$ cat src/rtl/mem_arbiter.sv
// Two-port memory arbiter: instruction fetch and load/store share one memory over an IDLE/ACCESS/RESP FSM.
// Define MEM_ARB_RR_EN for round-robin arbitration on ties; the default is fixed priority with load/store winning.
module mem_arbiter #(
  parameter int AW      = 8,
  parameter int DW      = 32,
  parameter int MEM_LAT = 2
) (
  input  logic          clk,
  input  logic          reset,
  input  logic          if_req,
  input  logic [AW-1:0] if_addr,
  output logic          if_ack,
  output logic [DW-1:0] if_rdata,
  input  logic          ls_req,
  input  logic          ls_we,
  input  logic [AW-1:0] ls_addr,
  input  logic [DW-1:0] ls_wdata,
  output logic          ls_ack,
  output logic [DW-1:0] ls_rdata,
  output logic          mem_en,
  output logic          mem_we,
  output logic [AW-1:0] mem_addr,
  output logic [DW-1:0] mem_wdata,
  input  logic [DW-1:0] mem_rdata,
  output logic          busy,
  output logic          owner
);

  typedef enum logic [1:0] {
    IDLE   = 2'd0,
    ACCESS = 2'd1,
    RESP   = 2'd2
  } state_t;

  localparam logic [3:0] LAT_M1 = 4'(MEM_LAT - 1);

  state_t     state;
  state_t     state_nxt;
  logic [3:0] cnt;
  logic       we_q;
  logic       any_req;
  logic       grant_ls;

  assign any_req = if_req | ls_req;

  always_comb begin
`ifdef MEM_ARB_RR_EN
    // On a tie the requester that did not hold the last grant wins.
    grant_ls = (if_req && ls_req) ? ~owner : ls_req;
`else
    grant_ls = ls_req;
`endif
  end

  always_ff @(posedge clk or negedge reset) begin
    // NOTE: clocked state uses non-blocking assignments so every flop samples pre-edge values.
    if (!reset) state <= IDLE;
    else        state <= state_nxt;
  end

  always_comb begin
    // NOTE: default assignment first so no path leaves state_nxt unassigned (no latch).
    state_nxt = state;
    case (state)
      IDLE:    if (any_req) state_nxt = ACCESS;
      ACCESS:  if (cnt == 4'd0) state_nxt = RESP;
      RESP:    state_nxt = IDLE;
      default: state_nxt = IDLE;
    endcase
  end

  always_comb begin
    busy   = 1'b0;
    mem_en = 1'b0;
    mem_we = 1'b0;
    if_ack = 1'b0;
    ls_ack = 1'b0;
    case (state)
      ACCESS: begin
        busy   = 1'b1;
        mem_en = 1'b1;
        // The counter still holds its load value only in the first access cycle.
        mem_we = we_q && (cnt == LAT_M1);
      end
      RESP: begin
        busy   = 1'b1;
        if_ack = ~owner;
        ls_ack = owner;
      end
      default: ;
    endcase
  end

  always_ff @(posedge clk or negedge reset) begin
    if (!reset) begin
      mem_addr  <= '0;
      mem_wdata <= '0;
      we_q      <= 1'b0;
      owner     <= 1'b1;
      cnt       <= 4'd0;
      if_rdata  <= '0;
      ls_rdata  <= '0;
    end else begin
      case (state)
        IDLE: begin
          if (any_req) begin
            owner <= grant_ls;
            cnt   <= LAT_M1;
            if (grant_ls) begin
              mem_addr  <= ls_addr;
              mem_wdata <= ls_wdata;
              we_q      <= ls_we;
            end else begin
              mem_addr <= if_addr;
              we_q     <= 1'b0;
            end
          end
        end
        ACCESS: begin
          if (cnt != 4'd0) begin
            cnt <= cnt - 4'd1;
          end else if (!we_q) begin
            if (owner) ls_rdata <= mem_rdata;
            else       if_rdata <= mem_rdata;
          end
        end
        default: ;
      endcase
    end
  end

endmodule
$ cat config.mk
export PLATFORM = sky130hd
export DESIGN_NAME = mem_arbiter
export DESIGN_NICKNAME = d
export VERILOG_FILES = /design/src/rtl/mem_arbiter.sv
export SDC_FILE = /design/constraint.sdc
export NUM_CORES = 1
export LEC_CHECK = 0
export BUFFER_PORTS_ARGS = -buffer_cell sky130_fd_sc_hd__buf_2
export CAP_MARGIN = 20
export CORE_AREA = 2 2 76 151
export DETAILED_ROUTE_END_ITERATION = 10
export DIE_AREA = 0 0 78 153
export PLACE_DENSITY = 0.75
export SLEW_MARGIN = 25
export SYNTH_ARGS = -nofsm -noshare
export SYNTH_HDL_FRONTEND = slang
export SYNTH_SLANG_ARGS = --single-unit
$ cat constraint.sdc
create_clock -name clk -period 1.8 [get_ports clk]
set_clock_uncertainty 0.1 [all_clocks]
set_input_delay 0.09 -clock clk [delete_from_list [all_inputs] [get_ports clk]]
set_output_delay 0.09 -clock clk [all_outputs]
set_load 0.01 [all_outputs]
Word-level counts from Yosys, hierarchy flattened
Index checks and enable logic that the tools add are counted.
Word-level totals
  logic and storage cells: 44
  register bits after elaboration: 112
  input port bits: 85
  output and inout port bits: 110
Cells by class
  eq/ne operators: 6
  add/sub/neg operators: 1
  reduce and logical (&&, ||, !) cells: 12
  multiplexer cells: 13
  bitwise operators: 4
Operators by type and width (count)
  $mux W4: 2
  $mux W8: 1
  $pmux W4 S2: 1
  $reduce_and A4 Y1: 2
  $mux W1: 6
  $ne A2 B2 Y1 const B: 3
  $reduce_and A3 Y1: 2
  $eq A4 B1 Y1 const B: 1
  $logic_not A4 Y1: 1
  $mux W2: 2
  $pmux W2 S2: 1
  $reduce_and A2 Y1: 2
  $reduce_bool A4 Y1: 1
  $sub A4 B1 Y4 const B: 1
  $not A1 Y1: 3
  $eq A2 B1 Y1 const B: 1
  $eq A2 B2 Y1 const B: 1
  $logic_not A2 Y1: 1
  $reduce_bool A2 Y1: 1
  $reduce_or A2 Y1: 1
  $logic_and A1 B1 Y1: 1
  $or A1 B1 Y1: 1

Depth between registers and ports, before layout
Gate-level depths: netlist (run 1).
  word-level depth: 3
  depth in mapped cells: 8
  depth with buffers taken out: 5

Worst setup path before layout (run 1)
No wires, ideal clock.
  kind: flip-flop to flip-flop
  from: register state[1]
  to: register ls_rdata[22]
  setup slack: -180 ps
  stages on the path, launching flop included: 9
  data required time: 1575 ps
  data arrival time: 1755 ps
  library setup time: 125 ps
  cells stage by stage: dfrtp_1 > inv_1 > ha_1 > buf_6 > nor3b_4 > and3_1 > buf_6 > buf_8 > mux2_2
On the way
  longest elaborated chain between the ends: 2
RTL lines
  start, declared: RTL line 37  | state_t state;
  start signal, assigned: RTL line 58  | else state <= state_nxt;
  $eq A2 B1 Y1: RTL line 104  | case (state)
  $reduce_and A4 Y1 (no line)
  end signal, assigned: RTL line 123  | if (owner) ls_rdata <= mem_rdata;
  end, declared: RTL line 19  | output logic [DW-1:0] ls_rdata,
Every way passes these cells.
A chain may end at the register's enable or synchronous reset.

Worst setup path after layout (run 1)
  from: register state[1]
  to: register ls_rdata[15]
Same word-level chain as after synthesis.

==> run summary, run 1 <==
core box area: 10810 sq um
Post-Layout Cell Count: 737
normalized max-slew margin: 0.6994
Cell variety after synth: 33
share of cells above drive strength 1: 0.5705
initial antenna violation count: 1
crit path time final: 1.840 ns
Critical path buffers and inverters: 2
Post-Synthesis Cells: 301
Post-DRT Antenna Nets: 0
vias in the first global route: 3960
worst r2r dst: ls_rdata[15]$_DFFE_PN0P_
FP Rows: 54
final hold slack: 0.07890 ns
clock latency on the worst-skew pair: 0.34 ns
area leader, netlist: dfrtp_1
GPL Wtd Cong: 0.7879
clk root buf: clkbuf_16
count of pins over their slew limit: 0
vias per cell: 5.000
die width: 78 um
Switch Pwr: 0.004004 W
Max Cap Violations: 0
yosys warns: 0
Tot Pwr: 0.01158 W
WL/cell: 16.48 um
DIE HEIGHT: 153 um
Seq/Total Area, Yosys: 0.6155
# nets final: 682
syn nets: 392
commonest non-fill, non-tap cell in the layout: buf_2
CP Launch Type: register
Slew @ Worst Pin: 0.4499 ns
P_int: 0.007577 W
Critical Path Max Stage Delay: 0.40 ns
failing checks: setup timing
Initial Utilization: 0.4214
total CTS buffers: 9
DR pass1 iterations: 4
area delta synth->final: 54.05%
fill count: 791
Worst Setup SP: state[1]$_DFFE_PN0P_
DIE AREA: 11930 sq um
gr usage total: 0.1989
Crit Path Max Fanout: 7
Detail Placement HPWL: 7844 um
Hold Vio Cnt, Final: 0
Crit path depth: 6
Num Clock Sinks: 112
worst setup margin: -0.04039 ns
CP endpoint: ls_rdata[15]$_DFFE_PN0P_
Worst setup EP type: register
crit-path leading delay family: simple AND/OR/NAND/NOR gates
Synth Register Bits: 112
Syn Area/Cell: 15.13 sq um
area fraction of the dominant cell type after synthesis: 0.6097
Pleak: 3.385 nW
I/O Buffers: 194
CTS clk-pin slew, worst paths: 0.08 ns
crit path cell chain: inv_2 > ha_4 > nor3b_4 > and3_4 > clkbuf_16 > mux2_2
Critical-path top delay cell: dfrtp_1
vias: 3685
Synth area leaders: dfrtp_1, mux2_2, mux2_4, o22ai_1, buf_6
Placed Cells: 635
status: finished, violations left
switching share of total power: 0.3457
R2R Setup Slk: -0.04 ns
H-tree depth: 3
RSZ-0062 raised after global routing: true
PwrDens: 1650 nW/um^2
largest net degree at the start of global routing: 62
Ports: 195
CTS tree: yes
share of total power in the clock network: 0.161
Hold Path Class: in -> reg
Seq pwr share: 0.390
GRT overflow: 0
Clock Tree Buf Depth: 2
global-route wire length before repair: 18930 um
WL final: 12150 um
commonest non-fill, non-tap cells in the layout: buf_2, dfrtp_1, dlygate4sd3_1
Reg2Reg Depth: 6
final setup vio count: 31
Final Cycle Share: 1.022
Reg2Reg Launch Point: state[1]$_DFFE_PN0P_
Arr. time, crit path: 1.96 ns
Worst IR Drop VDD: 0.0009699 V
CP required: 1.92 ns
critical path class: reg -> reg
drt drc: 0
1st-iter DRT viols: 113
max frequency: 543.4 MHz
combinational power share: 0.449
Netlist Area Pre-Place: 4556 sq um
## timing repair
action	in CTS	in global routing
resized for setup	3	21
hold endpoints to repair	217	0
pin swaps	0	3
cloned	0	3
setup buffers	0	2
setup endpoints to repair	22	102
hold buffers	80	0
## per-stage QoR
step / TNS, ns / instance area [sq um] / util / setup WS (ns)
finish: -0.6989 / 7018 / 0.6492 / -0.04039
CTS: -0.1754 / 6862 / 0.6347 / -0.02562
detailed placement: -0.1734 / 5774 / 0.5341 / -0.1035
floorplan: -2.441 / 4576 / - / -0.09195
global route: -3.156 / 7018 / 0.6492 / -0.09212
global placement: 0 / 5774 / 0.5341 / 0.03772
## cell type report
cell class | instances | area [sq um] | area share
sequential | 112 | 2804 | 0.3995
timing repair buffer | 294 | 2032 | 0.2895
multi-input combinational | 168 | 1704 | 0.2428
clock buffer | 10 | 229.0 | 0.03263
tap | 140 | 175.2 | 0.02496
clock inverter | 6 | 48.80 | 0.006953
inverter | 6 | 22.52 | 0.003209
antenna | 1 | 2.502 | 0.0003566
## layer usage
layer	vias to the layer above	global-route usage	wire length [um]
met5	-	0	0
met4	0	0.08939	383
met3	34	0.04427	725
met2	167	0.3637	6698
met1	1822	0.2137	4339
li1	1662	-	-
## synth_stat cells
library cell  count
or4_1             2
clkbuf_1          1
mux2_2           90
ha_1              6
nand3_1           1
nand2_1           5
dfrtp_1         111
buf_8             1
buf_6             7
nor2b_1           1
and2b_2           2
o311ai_0          1
buf_2             5
dfstp_2           1
a32o_1            2
nor2_1            2
nand3b_2          1
and2_1            1
nor3b_4           1
nor4b_1           1
mux2_4            6
or3b_2            2
and3_1            1
buf_1             1
and3_2            1
o22ai_1          14
nand4_1           1
o311a_1           1
nand3b_1          4
a21oi_1          12
o21ai_0           8
nor3b_1           2
inv_1             6
## worst min-delay path, cell delays in order
cell and delay (ns):
buf_2 0.08, nand3b_1 0.09, o21ai_0 0.08, a21oi_1 0.13
## worst min path at each step
stage | from | endpoint | slack [ns] | cells past startpoint
final | if_addr[1] | mem_addr[1]$_DFFE_PN0P_ | 0.08 | 4
after CTS | if_addr[1] | mem_addr[1]$_DFFE_PN0P_ | 0.06 | 4
after detailed placement | reset | if_rdata[28]$_DFFE_PN0P_ | 0.01 | 2
after global routing | if_addr[1] | mem_addr[1]$_DFFE_PN0P_ | 0.08 | 4
after global placement | reset | if_rdata[28]$_DFFE_PN0P_ | 0.01 | 2
after floorplan | reset | cnt[0]$_DFFE_PN0P_ | -0.31 | 0
## flip-flops by register name (all words and copies together), names as in the netlist
name	count
cnt	4
we_q	1
mem_addr	8
owner	1
state	2
if_rdata	32
mem_wdata	32
ls_rdata	32
## power by group through the flow
stage	sequential, W	clock (W)	combinational, W
6_report	0.00451	0.00187	0.00520
2_1_floorplan	0.00504	0	0.00225
4_1_cts	0.00450	0.00193	0.00494
3_5_place_dp	0.00453	0	0.00480
5_1_grt	0.00467	0.00203	0.00560
3_3_place_gp	0.00448	0	0.00463
## kinds of logic (layout without fill, tap and decap cells)
group	count (synthesis)	in the layout	share of synthesized area
buffers and inverters	21	316	0.03268
adder cells (fa/ha/maj)	6	6	0.01648
multiplexers	96	96	0.2422
flip-flops	112	112	0.6155
AND/OR/NAND/NOR	28	28	0.04340
AO/OA/AOI/OAI	38	38	0.04971
other	0	1	0
Note: power is estimated with default switching activity, not from simulation.
==> run 2, diff against run 1 <==
--- a/config.mk
+++ b/config.mk
@@ -7,9 +7,9 @@
 export LEC_CHECK = 0
 export BUFFER_PORTS_ARGS = -buffer_cell sky130_fd_sc_hd__buf_2
 export CAP_MARGIN = 20
-export CORE_AREA = 2 2 76 151
+export CORE_AREA = 2 2 81 142
 export DETAILED_ROUTE_END_ITERATION = 10
-export DIE_AREA = 0 0 78 153
+export DIE_AREA = 0 0 83 144
 export PLACE_DENSITY = 0.75
 export SLEW_MARGIN = 25
 export SYNTH_ARGS = -nofsm -noshare
==> run summary, run 2 (synthesis results as in run 1) <==
1st-iter DRT viols: 90
Worst setup EP type: register
commonest non-fill, non-tap cells in the layout: buf_2, dfrtp_1, dlygate4sd3_1
Hold Vio Cnt, Final: 0
CP required: 1.93 ns
die width: 83 um
Initial Utilization: 0.4175
Detail Placement HPWL: 7713 um
WL/cell: 16.45 um
gr usage total: 0.1921
total CTS buffers: 9
DR pass1 iterations: 4
critical path class: reg -> reg
count of pins over their slew limit: 0
crit path time final: 1.788 ns
commonest non-fill, non-tap cell in the layout: buf_2
global-route wire length before repair: 18530 um
Ports: 195
final setup vio count: 0
Pleak: 3.366 nW
PwrDens: 1670 nW/um^2
largest net degree at the start of global routing: 47
Tot Pwr: 0.01165 W
drt drc: 0
vias: 3648
area delta synth->final: 53.12%
top sig layer: met4
Clock Tree Buf Depth: 2
initial antenna violation count: 0
CTS clk-pin slew, worst paths: 0.07 ns
WL met1: 4477 um
Worst IR Drop VDD: 0.0009978 V
RSZ-0062 raised after global routing: true
Register Area: 2804 sq um
Arr. time, crit path: 1.91 ns
WL met3: 778 um
WL final: 11960 um
core box area: 10910 sq um
Num Clock Sinks: 112
GRT overflow: 0
fill count: 789
clk root buf: clkbuf_16
CP Launch Type: register
antenna cells: 0
DIE HEIGHT: 144 um
FP Rows: 51
Max Cap Violations: 0
Post-DRT Antenna Nets: 0
met2 WL: 6472 um
Final Cycle Share: 0.9935
multi-input logic area: 1685 sq um
CTS tree: yes
# nets final: 681
Top Registers: if_rdata x32, ls_rdata x32, mem_wdata x32
H-tree depth: 3
DIE AREA: 11950 sq um
vias in the first global route: 3838
Slew @ Worst Pin: 0.4887 ns
max frequency: 559.2 MHz
Final Cell Area: 6975 sq um
share of cells above drive strength 1: 0.5697
clock latency on the worst-skew pair: 0.34 ns
I/O Buffers: 194
vias per cell: 5.018
normalized max-slew margin: 0.6742
status: completed
Hold Path Class: in -> reg
GPL Wtd Cong: 0.8105
Post-Place Cell Area: 5767 sq um
Crit Path Max Fanout: 11
[run 2: changes by cell type in the layout (fill, tap and decap cells not counted), sizes merged]
cell      change
inv           -2
clkbuf        -2
diode         -1
bufinv        +1
clkinvlp      +2
[run 2: worst paths after layout]
check | from | to | slack (ns) | cells past startpoint
worst min register to register | if_rdata[4]$_DFFE_PN0P_ | if_rdata[4]$_DFFE_PN0P_ | 0.40 | 1
max in group asynchronous | reset | mem_wdata[26]$_DFFE_PN0P_ | 0.84 | 3
worst max-delay path | state[1]$_DFFE_PN0P_ | ls_rdata[8]$_DFFE_PN0P_ | 0.01 | 6
worst max register to register | state[1]$_DFFE_PN0P_ | ls_rdata[8]$_DFFE_PN0P_ | 0.01 | 6
min in group asynchronous | reset | if_rdata[28]$_DFFE_PN0P_ | 0.15 | 2
worst min-delay path | if_addr[7] | mem_addr[7]$_DFFE_PN0P_ | 0.06 | 4
[run 2: critical path, cell delays in order, from the launching register on]
cell,delay [ns]
dfrtp_1,0.39
inv_2,0.08
ha_4,0.13
nor3b_4,0.19
and3_4,0.26
clkbuf_16,0.19
mux2_2,0.33
[run 2: what timing repair did]
item / in CTS / in global routing
cloned: 0 / 1
endpoints found under the setup margin: 1 / 71
hold buffers: 80 / 0
pin swaps: 0 / 1
resized for setup: 1 / 20
setup buffers: 0 / 1
endpoints found under the hold margin: 136 / 0
[run 2: metrics by stage]
stage	setup slack, ns	TNS [ns]	util	hold WS, ns	std cells
after floorplan	-0.09195	-2.441	-	-0.3056	301
after global placement	0.05864	0	0.5285	-0.02018	629
after detailed placement	0.01438	0	0.5285	-0.01254	629
after CTS	0.004120	0	0.6301	0.05184	725
after global routing	-0.05759	-1.538	0.6393	0.08514	727
final	0.01165	0	0.6393	0.06418	727
[run 2: layout make-up]
type | instances | area share
clock buffer | 9 | 0.03229
clock inverter | 7 | 0.01130
inverter | 6 | 0.003229
multi-input combinational | 168 | 0.2416
sequential | 112 | 0.4020
tap | 132 | 0.02368
timing repair buffer | 293 | 0.2859
[run 2: power by group]
part / internal (W) / switching [W]
Combinational: 0.00276 / 0.00236
Clock: 0.00109 / 0.000921
Sequential: 0.00379 / 0.000714
[run 2: metal layers]
| layer | vias to the layer above | GRT usage |
|---|---|---|
| met5 | - | 0 |
| li1 | 1663 | - |
| met4 | 0 | 0.06644 |
| met1 | 1806 | 0.2110 |
| met3 | 23 | 0.05308 |
| met2 | 156 | 0.3548 |
==> run 3, diff against run 2 <==
--- a/config.mk
+++ b/config.mk
@@ -11,6 +11,7 @@
 export DETAILED_ROUTE_END_ITERATION = 10
 export DIE_AREA = 0 0 83 144
 export PLACE_DENSITY = 0.75
+export REMOVE_ABC_BUFFERS = 1
 export SLEW_MARGIN = 25
 export SYNTH_ARGS = -nofsm -noshare
 export SYNTH_HDL_FRONTEND = slang
==> run summary, run 3 (synthesis results as in run 1) <==
status: finished, violations left
failing checks: setup timing
Ports: 195
Worst IR Drop VDD: 0.0008270 V
Clock Tree Buf Depth: 2
Crit Path Max Fanout: 8
I/O Buffers: 194
CTS clk-pin slew, worst paths: 0.07 ns
Top Registers: if_rdata x32, ls_rdata x32, mem_wdata x32
Worst setup EP type: register
Final Cycle Share: 1.008
count of pins over their slew limit: 0
PwrDens: 1685 nW/um^2
gr usage total: 0.2046
area delta synth->final: 56.14%
Detail Placement HPWL: 8016 um
critical path class: reg -> reg
clk root buf: clkbuf_16
worst setup margin: -0.01371 ns
total CTS buffers: 9
Pleak: 3.445 nW
commonest non-fill, non-tap cell in the layout: buf_2
H-tree depth: 3
pre-CTS WS: -0.08848 ns
WL final: 12690 um
largest net degree at the start of global routing: 113
DIE AREA: 11950 sq um
max frequency: 551.4 MHz
DR pass1 iterations: 4
drt drc: 0
antenna cells: 0
Post-DRT Antenna Nets: 0
initial antenna violation count: 0
vias per cell: 5.031
multi-input logic area: 1745 sq um
final hold slack: 0.03454 ns
Initial Utilization: 0.4175
commonest non-fill, non-tap cells in the layout: buf_2, dfrtp_1, dlygate4sd3_1
Register Area: 2804 sq um
vias in the first global route: 3971
fill count: 777
CTS tree: yes
Hold Path Class: in -> reg
CP Launch Type: register
normalized max-slew margin: 0.5933
core box area: 10910 sq um
share of cells above drive strength 1: 0.5793
R2R Setup Slk: -0.01 ns
Hold Vio Cnt, Final: 0
# nets final: 686
die width: 83 um
Arr. time, crit path: 1.94 ns
global-route wire length before repair: 19430 um
WL/cell: 17.35 um
Num Clock Sinks: 112
vias: 3678
final core utilization: 0.6519
crit path time final: 1.814 ns
final setup vio count: 14
FP Rows: 51
Max Cap Violations: 0
RSZ-0062 raised after global routing: true
GPL Wtd Cong: 0.8369
clock latency on the worst-skew pair: 0.34 ns
CP required: 1.92 ns
GRT overflow: 0
1st-iter DRT viols: 107
DIE HEIGHT: 144 um
Slew @ Worst Pin: 0.6101 ns
run 3: cell count changes in the layout (fill, tap and decap cells not counted), moves of 3 or more:
cell	before	now
mux2_2	76	64
mux2_4	20	32
buf_16	0	3
buf_4	14	17
run 3: final timing paths:
check	startpoint	end	cells past startpoint
setup / recovery	state[1]$_DFFE_PN0P_	ls_rdata[23]$_DFFE_PN0P_	7
hold / removal	ls_req	we_q$_DFFE_PN0P_	2
hold reg to reg	mem_wdata[0]$_DFFE_PN0P_	mem_wdata[0]$_DFFE_PN0P_	1
max in group asynchronous	reset	if_rdata[5]$_DFFE_PN0P_	3
min in group asynchronous	reset	mem_wdata[21]$_DFFE_PN0P_	3
setup reg to reg	state[1]$_DFFE_PN0P_	ls_rdata[23]$_DFFE_PN0P_	7
run 3: final cells by class:
type	instances	area share
sequential	112	0.3942
timing repair buffer	298	0.2918
multi-input combinational	168	0.2454
clock buffer	9	0.03166
tap	132	0.02322
clock inverter	6	0.01055
inverter	6	0.003166
run 3: repair_timing:
| action | CTS | global route |
|---|---|---|
| pin swaps | 1 | 1 |
| endpoints found under the hold margin | 216 | 0 |
| gates cloned | 3 | 0 |
| gates resized for setup | 8 | 36 |
| endpoints found under the setup margin | 36 | 66 |
| hold buffers | 79 | 0 |
| setup buffers | 6 | 2 |
run 3: metrics by stage:
stage | cell area [sq um] | std cells | TNS (ns) | power, W
after floorplan | 4429 | 286 | -59.92 | 0.007134
after global placement | 5739 | 628 | -0.8526 | 0.009108
after detailed placement | 5739 | 628 | -2.036 | 0.009358
after CTS | 6969 | 730 | -0.7560 | 0.01172
after global routing | 7113 | 731 | -2.237 | 0.01268
final | 7113 | 731 | -0.1070 | 0.01199
run 3: power breakdown:
group	internal (W)	total [W]	switching [W]	leakage [nW]
registers	0.00379	0.00455	0.000758	1.33
logic	0.00296	0.00542	0.00246	1.97
clock network	0.00109	0.00201	0.000919	0.144
run 3: critical path: stages, from the launching register on:
cell	delay, ns
dfrtp_1	0.40
inv_2	0.08
ha_4	0.13
nor3b_4	0.19
and3_4	0.23
buf_6	0.14
buf_16	0.15
mux2_4	0.30
run 3: per-layer routing:
| metal | up-vias | GRT usage | wire length, um |
|---|---|---|---|
| li1 | 1677 | - | - |
| met1 | 1848 | 0.2183 | 4513 |
| met2 | 122 | 0.3850 | 7249 |
| met3 | 31 | 0.03710 | 468 |
| met4 | 0 | 0.1001 | 453 |
| met5 | - | 0 | 0 |
